### src/rtl/game_step_if.sv
// Step handshake between the frame scheduler and the object-update engine.
// The scheduler presents one update step at a time; the engine accepts it with step_ready.
interface game_step_if #(
  parameter int IDX_W = 4
);
  logic             step_valid;
  logic [1:0]       step_kind;
  logic [IDX_W-1:0] step_idx;
  logic [1:0]       step_dir;
  logic             step_ready;

  modport master (
    output step_valid, step_kind, step_idx, step_dir,
    input  step_ready
  );

  modport slave (
    input  step_valid, step_kind, step_idx, step_dir,
    output step_ready
  );
endinterface

### src/rtl/game_step_sched.sv
// TankWar per-frame step scheduler.
// On each selected vblank this block issues the ordered update sequence:
// tank moves, an optional bullet spawn, bullet advances, then one collision scan.
// It also debounces the shoot button, enforces the shot cooldown and flags overrun.
module game_step_sched #(
  parameter int N_TANKS        = 4,
  parameter int N_BULLETS      = 8,
  parameter int TICK_DIV       = 2,
  parameter int SHOOT_COOLDOWN = 16,
  parameter int IDX_W          = 4
) (
  input  logic              clk,
  input  logic              RSTN,
  input  logic              frame_start,
  input  logic [1:0]        player_dir,
  input  logic              player_move,
  input  logic              shoot_req,
  game_step_if.master       step,
  output logic              busy,
  output logic              tick_done,
  output logic              overrun
);

  localparam int DIV_W = (TICK_DIV > 1) ? $clog2(TICK_DIV) : 1;
  localparam int CD_W  = $clog2(SHOOT_COOLDOWN + 1);

  localparam logic [IDX_W-1:0] LAST_TANK   = IDX_W'(N_TANKS - 1);
  localparam logic [IDX_W-1:0] LAST_BULLET = IDX_W'(N_BULLETS - 1);
  localparam logic [DIV_W-1:0] DIV_LAST    = DIV_W'(TICK_DIV - 1);
  localparam logic [CD_W-1:0]  CD_LOAD     = CD_W'(SHOOT_COOLDOWN);

  typedef enum logic [2:0] {
    S_IDLE,
    S_TANKS,
    S_SPAWN,
    S_BULLETS,
    S_COLLIDE,
    S_DONE
  } state_t;

  state_t           state, state_n;
  logic [IDX_W-1:0] cnt, cnt_n;
  logic             valid_q, valid_n;

  // Frame snapshot: the player direction and whether this sequence spawns a bullet.
  logic [1:0]       snap_dir;
  logic             snap_spawn;

  logic [DIV_W-1:0] div_cnt;
  logic [CD_W-1:0]  cooldown;
  logic             pending;
  logic             shoot_prev;
  logic             overrun_q;

  logic start, spawn_xfer, shoot_edge, cd_zero, spawn_ok_now;

  assign cd_zero      = (cooldown == '0);
  assign spawn_ok_now = pending && cd_zero;
  assign shoot_edge   = shoot_req && !shoot_prev;
  assign start        = frame_start && (state == S_IDLE) && (div_cnt == DIV_LAST);
  assign spawn_xfer   = valid_q && step.step_ready && (state == S_SPAWN);

  // State register: sequence position, registered step_valid and the frame snapshot.
  always_ff @(posedge clk) begin
    if (!RSTN) begin
      state      <= S_IDLE;
      cnt        <= '0;
      valid_q    <= 1'b0;
      snap_dir   <= 2'b00;
      snap_spawn <= 1'b0;
    end else begin
      // NOTE: non-blocking assignments so every register updates from pre-edge values.
      state   <= state_n;
      cnt     <= cnt_n;
      valid_q <= valid_n;
      if (start) begin
        snap_dir   <= player_dir;
        snap_spawn <= spawn_ok_now;
      end
    end
  end

  // Next-state logic: the current (state, cnt) names the step being presented; advance on transfer.
  always_comb begin
    // NOTE: every output gets a default first so no path leaves it unassigned and infers a latch.
    state_n = state;
    cnt_n   = cnt;
    valid_n = valid_q;
    case (state)
      S_IDLE: begin
        valid_n = 1'b0;
        if (start) begin
          if (player_move || (N_TANKS > 1)) begin
            // With no move held, tank 0 is skipped and the first step is tank 1.
            state_n = S_TANKS;
            cnt_n   = player_move ? '0 : IDX_W'(1);
          end else begin
            state_n = spawn_ok_now ? S_SPAWN : S_BULLETS;
            cnt_n   = '0;
          end
        end
      end
      S_DONE: begin
        state_n = S_IDLE;
        cnt_n   = '0;
        valid_n = 1'b0;
      end
      default: begin
        if (!valid_q) begin
          // First cycle after start: the opening step becomes visible next cycle.
          valid_n = 1'b1;
        end else if (step.step_ready) begin
          cnt_n = cnt + 1'b1;
          case (state)
            S_TANKS: begin
              if (cnt == LAST_TANK) begin
                cnt_n   = '0;
                state_n = snap_spawn ? S_SPAWN : S_BULLETS;
              end
            end
            S_SPAWN: begin
              cnt_n   = '0;
              state_n = S_BULLETS;
            end
            S_BULLETS: begin
              if (cnt == LAST_BULLET) begin
                cnt_n   = '0;
                state_n = S_COLLIDE;
              end
            end
            default: begin
              cnt_n   = '0;
              state_n = S_DONE;
              valid_n = 1'b0;
            end
          endcase
        end
      end
    endcase
  end

  // Output decode: step fields follow the state, so they hold steady while a step waits.
  always_comb begin
    step.step_kind = 2'b00;
    step.step_idx  = '0;
    step.step_dir  = 2'b00;
    tick_done      = 1'b0;
    case (state)
      S_TANKS: begin
        step.step_kind = 2'b00;
        step.step_idx  = cnt;
        if (cnt == '0) step.step_dir = snap_dir;
      end
      S_SPAWN: begin
        step.step_kind = 2'b10;
        step.step_dir  = snap_dir;
      end
      S_BULLETS: begin
        step.step_kind = 2'b01;
        step.step_idx  = cnt;
      end
      S_COLLIDE: step.step_kind = 2'b11;
      S_DONE:    tick_done = 1'b1;
      default:   ;
    endcase
  end

  assign step.step_valid = valid_q;
  assign busy            = (state != S_IDLE);
  assign overrun         = overrun_q;

  // Frame divider, shoot debounce/cooldown and the sticky overrun flag.
  always_ff @(posedge clk) begin
    if (!RSTN) begin
      div_cnt    <= '0;
      cooldown   <= '0;
      pending    <= 1'b0;
      shoot_prev <= 1'b1;
      overrun_q  <= 1'b0;
    end else begin
      shoot_prev <= shoot_req;
      if (frame_start) div_cnt <= (div_cnt == DIV_LAST) ? '0 : div_cnt + 1'b1;
      if (frame_start && (state != S_IDLE)) overrun_q <= 1'b1;
      if (spawn_xfer) begin
        // A spawn consumes the pending shot and restarts the cooldown, even over a same-cycle edge.
        pending  <= 1'b0;
        cooldown <= CD_LOAD;
      end else begin
        if (shoot_edge && cd_zero) pending <= 1'b1;
        if (frame_start && !cd_zero) cooldown <= cooldown - 1'b1;
      end
    end
  end

endmodule

### src/flat_wrapper.sv
// flat-port wrapper written by rule: the top's interface ports become plain ports
module game_step_sched_flat 
#(
  parameter int N_TANKS        = 4,
  parameter int N_BULLETS      = 8,
  parameter int TICK_DIV       = 2,
  parameter int SHOOT_COOLDOWN = 16,
  parameter int IDX_W          = 4
)
  (clk, RSTN, frame_start, player_dir, player_move, shoot_req, busy, tick_done, overrun, step_step_valid, step_step_kind, step_step_idx, step_step_dir, step_step_ready);
  game_step_if #(.IDX_W(IDX_W)) step_i ();
  input  logic clk;
  input  logic RSTN;
  input  logic frame_start;
  input  logic [1:0] player_dir;
  input  logic player_move;
  input  logic shoot_req;
  output logic busy;
  output logic tick_done;
  output logic overrun;
  output wire logic [$bits(step_i.step_valid)-1:0] step_step_valid;
  output wire logic [$bits(step_i.step_kind)-1:0] step_step_kind;
  output wire logic [$bits(step_i.step_idx)-1:0] step_step_idx;
  output wire logic [$bits(step_i.step_dir)-1:0] step_step_dir;
  input wire logic [$bits(step_i.step_ready)-1:0] step_step_ready;
  assign step_step_valid = step_i.step_valid;
  assign step_step_kind = step_i.step_kind;
  assign step_step_idx = step_i.step_idx;
  assign step_step_dir = step_i.step_dir;
  assign step_i.step_ready = step_step_ready;
  game_step_sched #(.N_TANKS(N_TANKS), .N_BULLETS(N_BULLETS), .TICK_DIV(TICK_DIV), .SHOOT_COOLDOWN(SHOOT_COOLDOWN), .IDX_W(IDX_W)) u_core (.clk(clk), .RSTN(RSTN), .frame_start(frame_start), .player_dir(player_dir), .player_move(player_move), .shoot_req(shoot_req), .step(step_i), .busy(busy), .tick_done(tick_done), .overrun(overrun));
endmodule
### config.mk
export PLATFORM = sky130hd
export DESIGN_NAME = game_step_sched_flat
export DESIGN_NICKNAME = d
export VERILOG_FILES = /design/src/rtl/game_step_if.sv /design/src/rtl/game_step_sched.sv /design/src/flat_wrapper.sv
export SDC_FILE = /design/constraint.sdc
export NUM_CORES = 1
export LEC_CHECK = 0
export BUFFER_PORTS_ARGS = -buffer_cell sky130_fd_sc_hd__buf_2
export CORE_AREA = 5 5 52 54
export DETAILED_ROUTE_END_ITERATION = 7
export DIE_AREA = 0 0 57 59
export GPL_TIMING_DRIVEN = 0
export PLACE_DENSITY_LB_ADDON = 0.1
export SETUP_SLACK_MARGIN = 0.2
export SLEW_MARGIN = 0
export SYNTH_ARGS = -nofsm -noshare
export SYNTH_HDL_FRONTEND = slang
export SYNTH_SLANG_ARGS = --single-unit
### constraint.sdc
create_clock -name clk -period 1.8 [get_ports clk]
set_clock_uncertainty 0.05 [all_clocks]
set_input_delay 0.36 -clock clk [delete_from_list [all_inputs] [get_ports clk]]
set_output_delay 0.36 -clock clk [all_outputs]
set_load 0.02 [all_outputs]
==> flow_metrics.tcl, run 1 <==
set metrics [dict create \
    grt_overflow 0 \
    vias_per_cell 5.73 \
    critical_path.reg2reg.startpoint "u_core.state[0]" \
    cts_hold_buffers 0 \
    cp_data_arrival_time_ns 1.48 \
    min_path_cells 2 \
    grt_use_total_pct 19.4 \
    dp_hpwl_mm 1.85 \
    coreArea_mm2 0.00217 \
    relSlewSlack_pct 64.1 \
    fin_area_mm2 0.00169 \
    numPortBuffers 18 \
    clockBufferDepth 2 \
    drt_iter0_markers 46 \
    syn_nets 147 \
    hold_end "u_core.shoot_prev" \
    fp.dieW_um 57 \
    drt_wl_total_mm 3.41 \
    dieArea_mm2 0.00336 \
    cts_root_buf "clkbuf_4" \
    grt_use_met1_pct 23.1 \
    finalCritPeriodShare_pct 105 \
    period_needed_ns 1.89 \
    hp-start "shoot_req" \
    grt_pass1_wl_mm 5.15 \
    rr_endpoint "u_core.cnt[0]" \
    slew_viol_final 0 \
    vias 1180 \
    r2r_setup_slack_ns 0.08 \
    drtAntennaViolNets 0 \
    layout_setup_ws_ns -0.0909 \
    pin_count 20 \
    rsz0062_at_grt "true" \
    drv_cap 0 \
    fp.dieH_um 59 \
    yosysSeqAreaShare_pct 35.9 \
    finalSetupViolCount 3 \
    syn_to_final_growth_pct 51.2 \
    use_met2_pct 33.4 \
    outcome "finished with violations" \
    p_per_area_mw_per_mm2 814 \
    num_rows 17 \
    critPathKind "reg2out" \
    cts_buffers 3 \
    synthArstFlopShare_pct 0 \
    violations "negative setup slack" \
    finalHoldViolations 0 \
    whs_ns 0.220 \
    worst_slew_pin_slew_ns 0.538 \
    reg2regPathDepth 7 \
    worst_setup_path_start_kind "flop" \
    avgSynthCellArea_um2 8.21 \
    syn_inst 136 \
    synth-warning-count 0 \
    nFillCells 155 \
    cp.required_ns 1.39 \
    utilization_pct 77.8 \
    path_max_fanout 5 \
    yosysUniqueCellTypes 42 \
    hold_path.class "in2reg" \
    grt_use_met3_pct 3.05 \
    nets 190 \
    clock.fmax_ghz 0.529 \
    cts_tree "built" \
    start_util_pct 51.4 \
    cts.sinks 20 \
    vdd_drop_max_mv 0.986 \
    synth_seq_cells 20 \
    end_kind "output pin" \
    dpl_cell_area_mm2 0.00124 \
    grt_pass1_vias 1149 \
    clk_pin_slew_ns 0.11 \
    antenna_found_initial 0 \
    grt.busiest_layer "met2" \
    ys.flop_type "dfxtp_1" \
    drive_gt1_share_pct 47.8 \
    wl_per_cell_um 16.5 \
    antenna_cells 0 \
    clock_latency_ns 0.29 \
    drc 0 \
    grt_start_max_net_pins 12 \
    gp_congestion 0.801 \
    syn_area_mm2 0.00112 \
    synth-edff-count 0 \
    dr.pass1.iters 4 \
    cellLeakagePower_nw 0.669 \
    htree_levels 1 \
]
[worst max-delay path, cell delays in order (launching register included)]
cell and delay [ns]:
dfxtp_2 0.34, buf_6 0.13, nor2_4 0.08, nand4b_1 0.16, a21oi_2 0.19, and2_4 0.17
buf_6 0.11
[worst max-delay path by stage]
stage / to / cells past startpoint / from
6_report: step_step_dir[1] / 6 / u_core.state[1]
5_1_grt: step_step_dir[1] / 6 / u_core.cnt[0]
4_1_cts: step_step_dir[1] / 6 / u_core.cnt[0]
3_5_place_dp: step_step_kind[0] / 4 / u_core.state[1]
3_3_place_gp: step_step_kind[0] / 4 / u_core.state[1]
2_1_floorplan: step_step_kind[0] / 3 / u_core.state[1]
[flip-flops by register name, indices dropped and copies added (netlist names), named ones only]
| signal | cells |
|---|---|
| u_core.shoot_prev | 1 |
| u_core.cooldown | 5 |
| u_core.overrun | 1 |
| u_core.pending | 1 |
| u_core.snap_dir | 2 |
| u_core.state | 2 |
| u_core.cnt | 4 |
| u_core.step.step_valid | 1 |
| u_core.snap_spawn | 1 |
| u_core.div_cnt | 1 |
[final cells by class]
cell class	count	area, µm²	share of cell area, %
clock buffers	4	36.3	2.15
multi-input cells	102	788	46.7
plain buffers	7	73.8	4.37
inverters	7	26.3	1.56
flip-flops and latches	20	407	24.1
well taps	28	35.0	2.08
repair buffers	38	322	19.1
[cells by family (layout without fill, tap and decap cells)]
family | count (synthesis) | after routing | share of synthesized area (%)
xor+xnor | 6 | 6 | 4.71
fa+ha+maj | 3 | 3 | 3.36
mux | 2 | 2 | 1.91
simple gates | 57 | 57 | 27.0
compound gates | 34 | 34 | 20.9
flops | 20 | 20 | 35.9
buf+inv | 14 | 56 | 6.28
[per-layer routing]
| layer | vias up | wire length (µm) | part of all wire, % |
|---|---|---|---|
| li1 | 565 | - | - |
| met3 | 14 | 160 | 4.7 |
| met5 | - | 0 | 0 |
| met2 | 52 | 1730 | 51 |
| met1 | 549 | 1360 | 40 |
| met4 | 0 | 157 | 4.6 |
[cells in the final DEF, fill, tap and decap left out, types with 3 or more instances in the layout]
cell type / netlist / routed
nand2b_1: 5 / 4
nor2_1: 19 / 15
buf_6: 2 / 16
xnor2_1: 5 / 4
and2_4: 0 / 3
dfxtp_2: 0 / 5
clkbuf_4: 0 / 3
a21oi_1: 10 / 6
inv_1: 7 / 5
buf_2: 2 / 8
a21oi_2: 0 / 4
dfxtp_1: 20 / 15
buf_4: 0 / 17
nor2_4: 0 / 5
nand3_1: 4 / 3
o21ai_0: 6 / 3
nand2_1: 8 / 7
[Yosys cell counts (all sizes together), types with 2 or more instances]
library cell	number	share of area, %
clkbuf	3	1.0
nor2	20	7.0
xnor2	5	3.9
dfxtp	20	36
o21ai	6	2.7
nand4	2	1.1
a21oi	10	4.5
nand2	8	2.7
nand2b	5	2.8
inv	7	2.4
nor3	2	0.90
nor2b	4	2.2
o21a	2	1.3
nand3	4	1.8
ha	3	3.4
buf	4	2.9
a211oi	4	3.1
nor4	2	1.1
and2	4	2.2
a21boi	2	1.3
[stage by stage]
stage | cells | total power [W] | setup WS, ns | setup TNS (ns)
6_report | 206 | 0.00137 | -0.0909 | -0.173
5_1_grt | 206 | 0.00149 | -0.143 | -0.337
4_1_cts | 197 | 0.00125 | -0.0745 | -0.147
3_5_place_dp | 182 | 0.000954 | 0.0689 | 0
3_3_place_gp | 182 | 0.000939 | 0.0835 | 0
2_1_floorplan | 136 | 0.000875 | 0.271 | 0
[power by group]
| part | total [W] | internal [W] | leakage, nW | switching, W |
|---|---|---|---|---|
| logic | 0.000546 | 0.000290 | 0.483 | 0.000255 |
| clock network | 0.000257 | 0.000123 | 0.0210 | 0.000134 |
| registers | 0.000571 | 0.000506 | 0.165 | 0.0000643 |
[timing repair]
item                                    in CTS  in global routing
pin swaps                                    8                 13
endpoints found under the setup margin       9                 23
buffers inserted                            11                  9
resized for setup                           38                 37
(Power assumes the default switching activity.)
==> inputs of run 2 (changes only) <==
--- a/config.mk
+++ b/config.mk
@@ -10,7 +10,7 @@
 export DETAILED_ROUTE_END_ITERATION = 7
 export DIE_AREA = 0 0 57 59
 export GPL_TIMING_DRIVEN = 0
-export PLACE_DENSITY_LB_ADDON = 0.1
+export PLACE_DENSITY = 0.75
 export SETUP_SLACK_MARGIN = 0.2
 export SLEW_MARGIN = 0
 export SYNTH_ARGS = -nofsm -noshare
==> run 2 against run 1 <==
Net effect: the run still ends with negative setup slack left; hold slack worse by 0.021 ns; sequential share of layout area down 0.30 points; final cell count up 0.97%; worst setup slack worse by 0.035 ns; core utilization up 2.4 points; total power up 13%; clock power up 46%; first-iteration DRC count up 72%; global-route usage up 1.1 points; critical path depth unchanged; critical path type unchanged; largest cell class unchanged.
==> flow_metrics.tcl, run 2 (synthesis results as in run 1) <==
set metrics [dict create \
    reg2regPathDepth 7 \
    antenna_found_initial 0 \
    gp_congestion 0.905 \
    critPathKind "reg2out" \
    rsz0062_at_grt "true" \
    vias_per_cell 6.27 \
    grt_pass1_vias 1167 \
    layout_commonest_cell "buf_4" \
    min_path_cells 2 \
    nets 192 \
    whs_ns 0.199 \
    drt_iter0_markers 79 \
    dr.pass1.iters 5 \
    grt_pass1_wl_mm 5.38 \
    grt_overflow 0 \
    clockBufferDepth 2 \
    r2r_setup_slack_ns 0.06 \
    wl_per_cell_um 19.9 \
    finalSetupViolCount 5 \
    layoutNonFillerInstCount 208 \
    reg.largest.list "u_core.cooldown: 5 flops, u_core.cnt: 4 flops" \
    dp_slack_ns 0.0412 \
    finalCritPeriodShare_pct 107 \
    num_rows 17 \
    final_cell_mix "buf_4 (19), buf_6 (16), nor2_1 (14), dfxtp_1 (13), buf_2 (9)" \
    drv_cap 0 \
    end_kind "output pin" \
    cp.required_ns 1.39 \
    slew_viol_final 0 \
    largest_reg_flops 5 \
    htree_levels 1 \
    coreArea_mm2 0.00217 \
    pin_count 20 \
    path_max_fanout 2 \
    fp.dieH_um 59 \
    start_util_pct 51.4 \
    dieArea_mm2 0.00336 \
    grt_start_max_net_pins 13 \
    violations "negative setup slack" \
    rr_endpoint "u_core.cnt[3]" \
    drive_gt1_share_pct 50.0 \
    numPortBuffers 18 \
    hp-start "shoot_req" \
    clock.fmax_ghz 0.519 \
    fp.dieW_um 57 \
    finalHoldViolations 0 \
    cts_hold_buffers 0 \
    clock_latency_ns 0.31 \
    largest-register "u_core.cooldown" \
    worst_slew_pin_slew_ns 0.621 \
    outcome "finished with violations" \
    antenna_cells 0 \
    hold_end "u_core.shoot_prev" \
    hold_path.class "in2reg" \
    syn_to_final_growth_pct 55.9 \
    drc 0 \
    cts_root_buf "clkbuf_4" \
    cp_data_arrival_time_ns 1.52 \
    period_needed_ns 1.93 \
    dp_hpwl_mm 1.84 \
    clk_pin_slew_ns 0.12 \
    grt_use_total_pct 20.5 \
    cts.sinks 20 \
    p_per_area_mw_per_mm2 890 \
    drt_wl_total_mm 4.15 \
    drtAntennaViolNets 0 \
    cts_tree "built" \
    vias 1304 \
    layout_setup_ws_ns -0.126 \
    worst_setup_path_start_kind "flop" \
    vdd_drop_max_mv 0.800 \
    relSlewSlack_pct 58.6 \
    dp_cells 182 \
    cts_buffers 3 \
    critical_path.reg2reg.startpoint "u_core.state[1]" \
    cellLeakagePower_nw 0.688 \
]
[run 2: final cells by class]
cell class | instances | area (µm²)
clock inverter | 1 | 30.0
clock buffer | 3 | 22.5
multi-input combinational | 102 | 810
fill | 116 | 429
buffer | 7 | 73.8
inverter | 7 | 28.8
tap | 28 | 35.0
timing repair buffer | 40 | 327
sequential | 20 | 414
[run 2: how the worst max path moves through the flow]
stage          depth (start not counted)            start                 to
6_report                               6    u_core.cnt[0]   step_step_dir[1]
5_1_grt                                6    u_core.cnt[1]   step_step_dir[1]
4_1_cts                                6    u_core.cnt[1]   step_step_dir[0]
3_3_place_gp                           4  u_core.state[1]  step_step_kind[0]
2_1_floorplan                          3  u_core.state[1]  step_step_kind[0]
3_5_place_dp                           4  u_core.state[1]  step_step_kind[0]
[run 2: worst max-delay path, stage by stage (launching register included)]
cell and delay [ns]:
dfxtp_4 0.38, inv_4 0.08, ha_4 0.13, nand4b_1 0.17, a21oi_2 0.19, and2_4 0.16
buf_6 0.11
[run 2: power by group]
part	switching, W	internal (W)
registers	0.0000702	0.000510
clock network	0.000151	0.000225
logic	0.000284	0.000309
total	0.000505	0.00104
[run 2: per-stage QoR]
stage	TNS [ns]	cell area (µm²)	util (%)	total power [W]
2_1_floorplan	0	1120	-	0.000875
3_3_place_gp	0	1240	57.2	0.000939
3_5_place_dp	0	1240	57.2	0.000969
5_1_grt	-0.513	1740	80.2	0.00164
4_1_cts	-0.0985	1570	72.4	0.00142
6_report	-0.349	1740	80.2	0.00155
[run 2: layer usage]
metal / GRT usage, % / vias up / share of wire (%)
met4: 11.9 / 0 / 4.1
li1: - / 566 / -
met3: 1.96 / 31 / 11
met5: 0 / - / 0
met2: 36.2 / 112 / 48
met1: 24.1 / 595 / 37
[run 2: timing repair]
action / in CTS / in global routing
setup buffers: 14 / 8
gates resized for setup: 47 / 30
setup endpoints to repair: 12 / 22
pin swaps: 11 / 7
gates cloned: 0 / 0
